[config.mk]
export PLATFORM = sky130hd
export DESIGN_NAME = pwm_cfg_sequencer
export DESIGN_NICKNAME = d
export VERILOG_FILES = /design/src/rtl/pwm_cfg_pkg.sv /design/src/rtl/pwm_cfg_sequencer_arb.sv /design/src/rtl/pwm_cfg_sequencer.sv
export SDC_FILE = /design/constraint.sdc
export NUM_CORES = 1
export LEC_CHECK = 0
export BUFFER_PORTS_ARGS = -buffer_cell sky130_fd_sc_hd__buf_2
export CAP_MARGIN = 20
export CORE_MARGIN = 4
export CORE_UTILIZATION = 40
export CTS_BUF_LIST = sky130_fd_sc_hd__clkbuf_2 sky130_fd_sc_hd__clkbuf_4 sky130_fd_sc_hd__clkbuf_8
export CTS_CLUSTER_SIZE = 30
export DETAILED_ROUTE_END_ITERATION = 8
export GPL_TIMING_DRIVEN = 0
export PLACE_DENSITY = 0.58
export SKIP_LAST_GASP = 1
export SYNTH_ARGS = -nofsm -noshare
export SYNTH_HDL_FRONTEND = slang
export SYNTH_SLANG_ARGS = --single-unit
[constraint.sdc]
create_clock -name clk -period 4.55 [get_ports clk]
set_input_delay 0.455 -clock clk [delete_from_list [all_inputs] [get_ports clk]]
set_output_delay 0.455 -clock clk [all_outputs]
set_load 0.05 [all_outputs]
[src/rtl/pwm_cfg_pkg.sv]
// pwm_cfg_pkg: shared constants and types for the PWM configuration sequencer.
//   Register bank addresses, bank size, and the ramp engine state encoding.
package pwm_cfg_pkg;

  localparam logic [6:0] ADDR_OUT_LO  = 7'h00;
  localparam logic [6:0] ADDR_OUT_HI  = 7'h01;
  localparam logic [6:0] ADDR_PWM_LO  = 7'h02;
  localparam logic [6:0] ADDR_PWM_HI  = 7'h03;
  localparam logic [6:0] ADDR_DUTY    = 7'h04;
  localparam int unsigned NUM_CFG_REGS = 5;

  typedef enum logic [1:0] {
    IDLE = 2'd0,
    WAIT = 2'd1,
    STEP = 2'd2,
    DONE = 2'd3
  } ramp_state_t;

endpackage

[src/rtl/pwm_cfg_sequencer_arb.sv]
// rr_arb2: two-requester round-robin arbiter.
//   i_req[0] / i_req[1] : request lines (0 = SPI, 1 = ramp engine)
//   o_gnt[1:0]          : combinational one-hot grant
// The last-grant pointer only moves on a contested cycle; its reset value
// records requester 0 as the last winner, so the first contest goes to 1.
module rr_arb2 (
  input  logic       clk,
  input  logic       rst,
  input  logic [1:0] i_req,
  output logic [1:0] o_gnt
);

  logic r_last_was_1;

  always_comb begin
    o_gnt = i_req;
    if (i_req == 2'b11) begin
      o_gnt = r_last_was_1 ? 2'b01 : 2'b10;
    end
  end

  always_ff @(posedge clk) begin
    if (rst) begin
      r_last_was_1 <= 1'b0;
    end else if (i_req == 2'b11) begin
      r_last_was_1 <= o_gnt[1];
    end
  end

endmodule

[src/rtl/pwm_cfg_sequencer.sv]
// pwm_cfg_sequencer: PWM configuration register bank with a single write
// port shared between the SPI write channel and a duty-cycle ramp engine.
//   clk, rst                          : clock, synchronous active-high reset
//   spi_wr_valid/addr/data, _ready    : SPI write channel (valid/ready)
//   ramp_start/target/step/interval   : ramp command (start is a pulse)
//   ramp_busy, ramp_done, ramp_abort  : ramp status
//   en_reg_*, pwm_duty_cycle          : register bank 0x00..0x04
module pwm_cfg_sequencer
  import pwm_cfg_pkg::*;
#(
  parameter int unsigned INTERVAL_W = 16
) (
  input  logic                  clk,
  input  logic                  rst,
  input  logic                  spi_wr_valid,
  input  logic [6:0]            spi_wr_addr,
  input  logic [7:0]            spi_wr_data,
  output logic                  spi_wr_ready,
  input  logic                  ramp_start,
  input  logic [7:0]            ramp_target,
  input  logic [7:0]            ramp_step,
  input  logic [INTERVAL_W-1:0] ramp_interval,
  output logic                  ramp_busy,
  output logic                  ramp_done,
  output logic                  ramp_abort,
  output logic [7:0]            en_reg_out_7_0,
  output logic [7:0]            en_reg_out_15_8,
  output logic [7:0]            en_reg_pwm_7_0,
  output logic [7:0]            en_reg_pwm_15_8,
  output logic [7:0]            pwm_duty_cycle
);

  ramp_state_t           r_state;
  logic [INTERVAL_W-1:0] r_cnt;
  logic [INTERVAL_W-1:0] r_interval;
  logic [7:0]            r_target;
  logic [7:0]            r_step;
  logic                  r_busy;
  logic                  r_done;
  logic                  r_abort;
  logic [7:0]            r_out_lo, r_out_hi, r_pwm_lo, r_pwm_hi, r_duty;

  logic                  w_spi_bank;
  logic                  w_spi_bypass;
  logic [1:0]            w_req;
  logic [1:0]            w_gnt;
  logic                  w_abort;
  logic [8:0]            w_sum;
  logic [8:0]            w_diff;
  logic [7:0]            w_next;

  // Requests are masked during reset so nothing is handshaken that will not land.
  assign w_spi_bank   = spi_wr_valid && (spi_wr_addr <= ADDR_DUTY) && !rst;
  assign w_spi_bypass = spi_wr_valid && (spi_wr_addr >  ADDR_DUTY) && !rst;
  assign w_req        = {(r_state == STEP) && !rst, w_spi_bank};
  assign spi_wr_ready = w_gnt[0] | w_spi_bypass;
  assign w_abort      = w_gnt[0] && (spi_wr_addr == ADDR_DUTY) &&
                        ((r_state == WAIT) || (r_state == STEP));

  rr_arb2 u_arb (
    .clk   (clk),
    .rst   (rst),
    .i_req (w_req),
    .o_gnt (w_gnt)
  );

  // Saturating step toward the target, evaluated against the live duty value.
  always_comb begin
    w_sum  = {1'b0, r_duty} + {1'b0, r_step};
    w_diff = {1'b0, r_duty} - {1'b0, r_step};
    w_next = r_target;
    if (r_target > r_duty) begin
      if (w_sum < {1'b0, r_target}) w_next = w_sum[7:0];
    end else if (r_target < r_duty) begin
      if (!w_diff[8] && (w_diff[7:0] > r_target)) w_next = w_diff[7:0];
    end
  end

  always_ff @(posedge clk) begin
    if (rst) begin
      r_out_lo <= '0;
      r_out_hi <= '0;
      r_pwm_lo <= '0;
      r_pwm_hi <= '0;
      r_duty   <= '0;
    end else if (w_gnt[0]) begin
      case (spi_wr_addr)
        ADDR_OUT_LO: r_out_lo <= spi_wr_data;
        ADDR_OUT_HI: r_out_hi <= spi_wr_data;
        ADDR_PWM_LO: r_pwm_lo <= spi_wr_data;
        ADDR_PWM_HI: r_pwm_hi <= spi_wr_data;
        ADDR_DUTY:   r_duty   <= spi_wr_data;
        default:     ;
      endcase
    end else if (w_gnt[1]) begin
      r_duty <= w_next;
    end
  end

  always_ff @(posedge clk) begin
    if (rst) begin
      r_state    <= IDLE;
      r_cnt      <= '0;
      r_interval <= '0;
      r_target   <= '0;
      r_step     <= '0;
      r_busy     <= 1'b0;
      r_done     <= 1'b0;
      r_abort    <= 1'b0;
    end else begin
      r_done  <= 1'b0;
      r_abort <= 1'b0;
      if (w_abort) begin
        r_state <= IDLE;
        r_busy  <= 1'b0;
        r_abort <= 1'b1;
      end else begin
        case (r_state)
          IDLE: begin
            if (ramp_start) begin
              r_target   <= ramp_target;
              r_step     <= (ramp_step == '0) ? 8'd1 : ramp_step;
              r_interval <= (ramp_interval == '0) ? INTERVAL_W'(1) : ramp_interval;
              r_cnt      <= (ramp_interval == '0) ? INTERVAL_W'(1) : ramp_interval;
              r_busy     <= 1'b1;
              if (ramp_target == r_duty) begin
                r_state <= DONE;
                r_done  <= 1'b1;
              end else begin
                r_state <= WAIT;
              end
            end
          end
          WAIT: begin
            r_cnt <= r_cnt - INTERVAL_W'(1);
            if (r_cnt == INTERVAL_W'(1)) r_state <= STEP;
          end
          STEP: begin
            if (w_gnt[1]) begin
              if (w_next == r_target) begin
                r_state <= DONE;
                r_done  <= 1'b1;
              end else begin
                r_state <= WAIT;
                r_cnt   <= r_interval;
              end
            end
          end
          DONE: begin
            r_state <= IDLE;
            r_busy  <= 1'b0;
          end
          default: r_state <= IDLE;
        endcase
      end
    end
  end

  assign ramp_busy       = r_busy;
  assign ramp_done       = r_done;
  assign ramp_abort      = r_abort;
  assign en_reg_out_7_0  = r_out_lo;
  assign en_reg_out_15_8 = r_out_hi;
  assign en_reg_pwm_7_0  = r_pwm_lo;
  assign en_reg_pwm_15_8 = r_pwm_hi;
  assign pwm_duty_cycle  = r_duty;

endmodule

# After elaboration in Yosys (flattened, before gate mapping)
# Index checks and enable logic that the tools add are counted.
# word_totals
ff_bits	94
output_inout_bits	44
inputBits	51
# op_classes
eq_ne	16
bitwise_logic	2
n_addsub	3
mux	29
magnitude_cmp	6
reduce_logical	28
# ops
operator	n
$mux 16	4
$mux 8	8
$pmux 16 s3	1
$eq 16x1->1 const B	1
$eq 8x8->1	2
$gt 8x8->1	2
$logic_not 16->1	1
$sub 16x1->16 const B	1
$eq 7x2->1 const B	2
$mux 2	7
$reduce_and 2->1	6
$add 8x8->9	1
$lt 9x8->1	1
$sub 8x8->9	1
$logic_and 1x1->1	8
$logic_not 8->1	1
$lt 8x8->1	1
$pmux 2 s4	1
$eq 7x1->1 const B	1
$eq 7x3->1 const B	1
$gt 7x3->1 const B	1
$le 7x3->1 const B	1
$logic_not 7->1	1
$eq 2x2->1 const B	3
other kinds (15)	27

# Depth between registers and ports, before layout
# logic_depth
word_depth	10
depth_mapped	21
ltp_nobuf	18

# Modules after synthesis
# From an unflattened synthesis, not the netlist that was laid out.
# hier_totals
cells_unflattened	727
hier_area_um2	5960.7
# by_module_without_submodules
mod	instances	area_each_um2	cells_per_inst
pwm_cfg_sequencer	1	5895.7	720
rr_arb2	1	65.1	7

# Worst setup path before layout
# No wires, ideal clock.
# synth_path
path_type	flip-flop to flip-flop
from	reg r_duty[1], in the netlist pwm_duty_cycle[1]
to	reg r_cnt[10]
stages_incl_launch_ff	18
n_path_buf	2
arrival_time_ns	4.010
t_required_ns	4.432
synth_period_minus_slack_ns	4.128
slack_ns	0.422
path_cell_list	dfxtp_1 -> ha_1 -> nor2b_1 -> o311ai_2 -> a211oi_2 -> xor2_2 -> inv_1 -> ha_1 -> a211oi_1 -> o21ai_0 -> nor2_1 -> nand4b_2 -> o31ai_1 -> o31ai_2 -> or3_1 -> buf_6 -> buf_12 -> mux2i_1
# synth_via
elab_chain_cells	9
word_cells_on_any_way	15
cone_classes	add/sub: 2; order compare: 4; eq/ne: 2; mux: 4; reduce/logical: 3
# synth_lines
item	line_no	source
start: declaration	pwm_cfg_sequencer.sv:41	logic [7:0] r_out_lo, r_out_hi, r_pwm_lo, r_pwm_hi, r_duty;
start signal: assignment	pwm_cfg_sequencer.sv:92	ADDR_DUTY: r_duty <= spi_wr_data;
start signal: assignment	pwm_cfg_sequencer.sv:96	r_duty <= w_next;
$sub 8x8->9	pwm_cfg_sequencer.sv:70	w_diff = {1'b0, r_duty} - {1'b0, r_step};
$gt 8x8->1 or $logic_not 1->1 (tied branches)	pwm_cfg_sequencer.sv:75	if (!w_diff[8] && (w_diff[7:0] > r_target)) w_next = w_diff[7:0];
$logic_and 1x1->1	pwm_cfg_sequencer.sv:75	
$mux 8	pwm_cfg_sequencer.sv:75	
$mux 8	pwm_cfg_sequencer.sv:74	end else if (r_target < r_duty) begin
$mux 8 (*)	pwm_cfg_sequencer.sv:72	if (r_target > r_duty) begin
$eq 8x8->1 (*)	pwm_cfg_sequencer.sv:140	if (w_next == r_target) begin
$ne 2x2->1 (no source line) (*)	n/a	
$reduce_and 5->1 (no source line) (*)	n/a	
end signal: assignment	pwm_cfg_sequencer.sv:124	r_cnt <= (ramp_interval == '0) ? INTERVAL_W'(1) : ramp_interval;
end signal: assignment	pwm_cfg_sequencer.sv:135	r_cnt <= r_cnt - INTERVAL_W'(1);
end signal: assignment	pwm_cfg_sequencer.sv:145	r_cnt <= r_interval;
end: declaration	pwm_cfg_sequencer.sv:34	logic [INTERVAL_W-1:0] r_cnt;
# Every way passes the cells marked *; elsewhere a longest branch is shown, timed or not.
# A chain may end at the register's enable or synchronous reset.

# Worst setup path in the final report
# layout_path
from	reg r_duty[3], in the netlist pwm_duty_cycle[3]
to	reg r_cnt[6]
# The elaborated chain is that of the path after synthesis.

==> flow_summary.ini <==
[sta]
fin_tns_setup_ns = 0
timing.final.setup_violations = 0
relSlewSlack_pct = 56.6
unrepaired_setup_endpoints_after_global_routing = true
finalCriticalPeriod_ns = 4.35
timing.final.crit_share_pct = 95.5
fin_ws_ns = 0.204
worst_hold_slack_ns = 0.321
drv_slew = 0
max_freq_mhz = 230
worst_pin_slew_ns = 0.645
clock_skew_ns = 0.0105
finalHoldViolations = 0

[floorplanning]
die_w_um = 132
core_mm2 = 0.0148
die_area_mm2 = 0.0173
num_io_pins = 95
cell_row_count = 44
start_util_pct = 41.4
die_y_extent_um = 132

[route]
routed_via_density = 5.50
wl_per_cell_um = 18.1
via_count_of_the_routed_design = 5670
drt-pass1-iter-count = 5
drt_iter0_markers = 343
wl_um = 18600
ant_nets = 0
post-route-drc-count = 0

[cts]
clk-insertion-delay-late_ns = 0.38
ctsHoldBuffers = 0
cts-buffers-inserted = 9
cts_htree_levels = 3
clock-sinks = 94
cts_tree = yes
clk_pin_slew_ns = 0.09
cts-root-buf = sky130_fd_sc_hd__clkbuf_8
cts_buffer_depth = 2

[worst_setup_path]
cp-end-kind = flop
cp_data_arrival_time_ns = 4.65
critical_path_peak_fanout = 10
critPathKind = reg -> reg
timing.critical_path.required_ns = 4.86
start_kind = flop

[placement]
detailed_place.area_mm2 = 0.00681
gp_congestion = 0.910
dp.final_hpwl_um = 14700
numPortBuffers = 94
dp_worst_setup_slack_ns = -0.0402

[yosys]
syn_avg_cell_area_um2 = 8.36
synth.area.top_cells = sky130_fd_sc_hd__dfxtp_1 (31%), sky130_fd_sc_hd__ha_1 (9.2%), sky130_fd_sc_hd__mux2i_1 (8.0%)
dominantRegCellSynth = sky130_fd_sc_hd__dfxtp_1
synth_top_area_share_pct = 30.8
post_synth_inst_count = 731
synth.distinct_cells = 68
synth_seq_cells = 94
synth_fp_nets = 829
edff_count_synth = 0
yosys.area.top_type = sky130_fd_sc_hd__dfxtp_1
synth_seq_area_share_pct = 30.8
cell_area_after_synthesis_mm2 = 0.00611
ffs_w_async_s_r_synth_pct = 0
ys_warn_count = 0

[global_routing]
grt_max_degree = 18
grt_pass1_wl_um = 29400
antenna_found_initial = 1
first_global_vias = 5509
grt_util_all_layers_pct = 21.1
grt.overflow.total = 0

[finish]
post_route_cells_drive_above_1_share_pct = 18.7
final_cell_mix = sky130_fd_sc_hd__buf_2 (101), sky130_fd_sc_hd__dfxtp_1 (93), sky130_fd_sc_hd__nand2_1 (81)
syn2layout_area_growth_pct = 15.9
fin_nets = 939
final_cell_area_mm2 = 0.00709
fillerInstances = 1497
layout.cells.most_common = sky130_fd_sc_hd__buf_2

[job]
max_cap_violations = 0

[min_path]
min-delay-path-class = in -> reg

[power]
peak_ir_drop_on_the_vdd_network_v = 0.000201
power_leakage_nw = 3.09
p_per_area_mw_per_mm2 = 608

[outcome]
run_status = completed
report_power, final:
group	switching, mW	total, mW	leakage, nW	internal [mW]
clock network	0.332	0.537	0.0906	0.206
registers	0.143	1.09	0.767	0.945
logic	1.58	2.68	2.23	1.10
final timing paths:
check	startpoint	to	slack, ns	depth (start not counted)
hold / removal	ramp_step[1]	r_step[1]	0.32	3
setup / recovery	pwm_duty_cycle[3]	r_cnt[6]	0.20	18
hold reg to reg	r_interval[6]	r_interval[6]	0.47	2
setup reg to reg	pwm_duty_cycle[3]	r_cnt[6]	0.20	18
through the flow:
stage	utilization, %	power, mW	std cells
finish	48.0	4.31	1031
global route	48.0	4.62	1031
CTS	47.6	4.23	1027
detailed placement	46.2	3.64	1009
global placement	46.2	3.61	1009
floorplan	-	2.98	731
layout make-up:
cell class	count	area [um^2]	area share [%]
Clock inverter	7	56.3	0.795
Buffer	40	205	2.90
Tap cell	184	230	3.25
Timing Repair Buffer	99	508	7.17
Multi-Input combinational cell	557	3930	55.4
Clock buffer	9	124	1.75
Inverter	40	150	2.12
Antenna cell	1	2.50	0.0353
Sequential cell	94	1880	26.6
synth_stat cells, types with 17 or more instances:
master / number
sky130_fd_sc_hd__a211oi_1: 22
sky130_fd_sc_hd__a21oi_1: 54
sky130_fd_sc_hd__clkbuf_1: 26
sky130_fd_sc_hd__dfxtp_1: 94
sky130_fd_sc_hd__ha_1: 45
sky130_fd_sc_hd__inv_1: 39
sky130_fd_sc_hd__mux2i_1: 49
sky130_fd_sc_hd__nand2_1: 81
sky130_fd_sc_hd__nand2b_1: 25
sky130_fd_sc_hd__nor2_1: 78
sky130_fd_sc_hd__nor3_1: 17
sky130_fd_sc_hd__xnor2_1: 22
sky130_fd_sc_hd__xor2_1: 23
worst max-delay path: stages (launching register included):
cell and delay (ns):
sky130_fd_sc_hd__dfxtp_1 0.51, sky130_fd_sc_hd__ha_1 0.30, sky130_fd_sc_hd__buf_6 0.14, sky130_fd_sc_hd__clkinv_1 0.11, sky130_fd_sc_hd__o311ai_4 0.14, sky130_fd_sc_hd__a211oi_2 0.29, sky130_fd_sc_hd__xor2_2 0.27, sky130_fd_sc_hd__inv_1 0.07
sky130_fd_sc_hd__ha_1 0.32, sky130_fd_sc_hd__a211oi_1 0.34, sky130_fd_sc_hd__o21ai_0 0.16, sky130_fd_sc_hd__nor2_1 0.20, sky130_fd_sc_hd__nand4b_4 0.24, sky130_fd_sc_hd__a31oi_2 0.28, sky130_fd_sc_hd__o31ai_2 0.10, sky130_fd_sc_hd__or3_1 0.33
sky130_fd_sc_hd__buf_6 0.16, sky130_fd_sc_hd__buf_12 0.15, sky130_fd_sc_hd__mux2i_1 0.16
registers in the layout, summed over array words and instances (netlist names):
name	cells
en_reg_pwm_7_0	8
u_arb.r_last_was_1	1
r_cnt	16
r_interval	16
r_step	8
pwm_duty_cycle	8
r_target	8
ramp_busy	1
en_reg_out_7_0	8
ramp_done	1
en_reg_out_15_8	8
r_state	2
ramp_abort	1
en_reg_pwm_15_8	8
metal layers:
metal	global-route usage, %	vias up	share of wire, %	wire (um)
met5	0	-	0	0
met4	7.12	0	2.3	433
met3	5.43	28	6.6	1230
met2	32.1	157	44	8210
met1	29.0	2701	47	8780
li1	-	2784	-	-
repair_timing:
item	4_1_cts	5_1_grt
setup buffers	2	3
gates cloned	0	0
setup endpoints to repair	10	23
pin swaps	0	1
gates resized for setup	3	6
endpoints found under the hold margin	0	0
logic make-up after synthesis:
logic type / count (synthesis) / share of synthesized area (%)
compound gates: 147 / 16.8
buf+inv: 80 / 5.81
mux: 49 / 8.02
simple gates: 267 / 21.6
fa+ha+maj: 47 / 9.87
xor+xnor: 47 / 7.08
flops: 94 / 30.8
(Power assumes the default switching activity.)
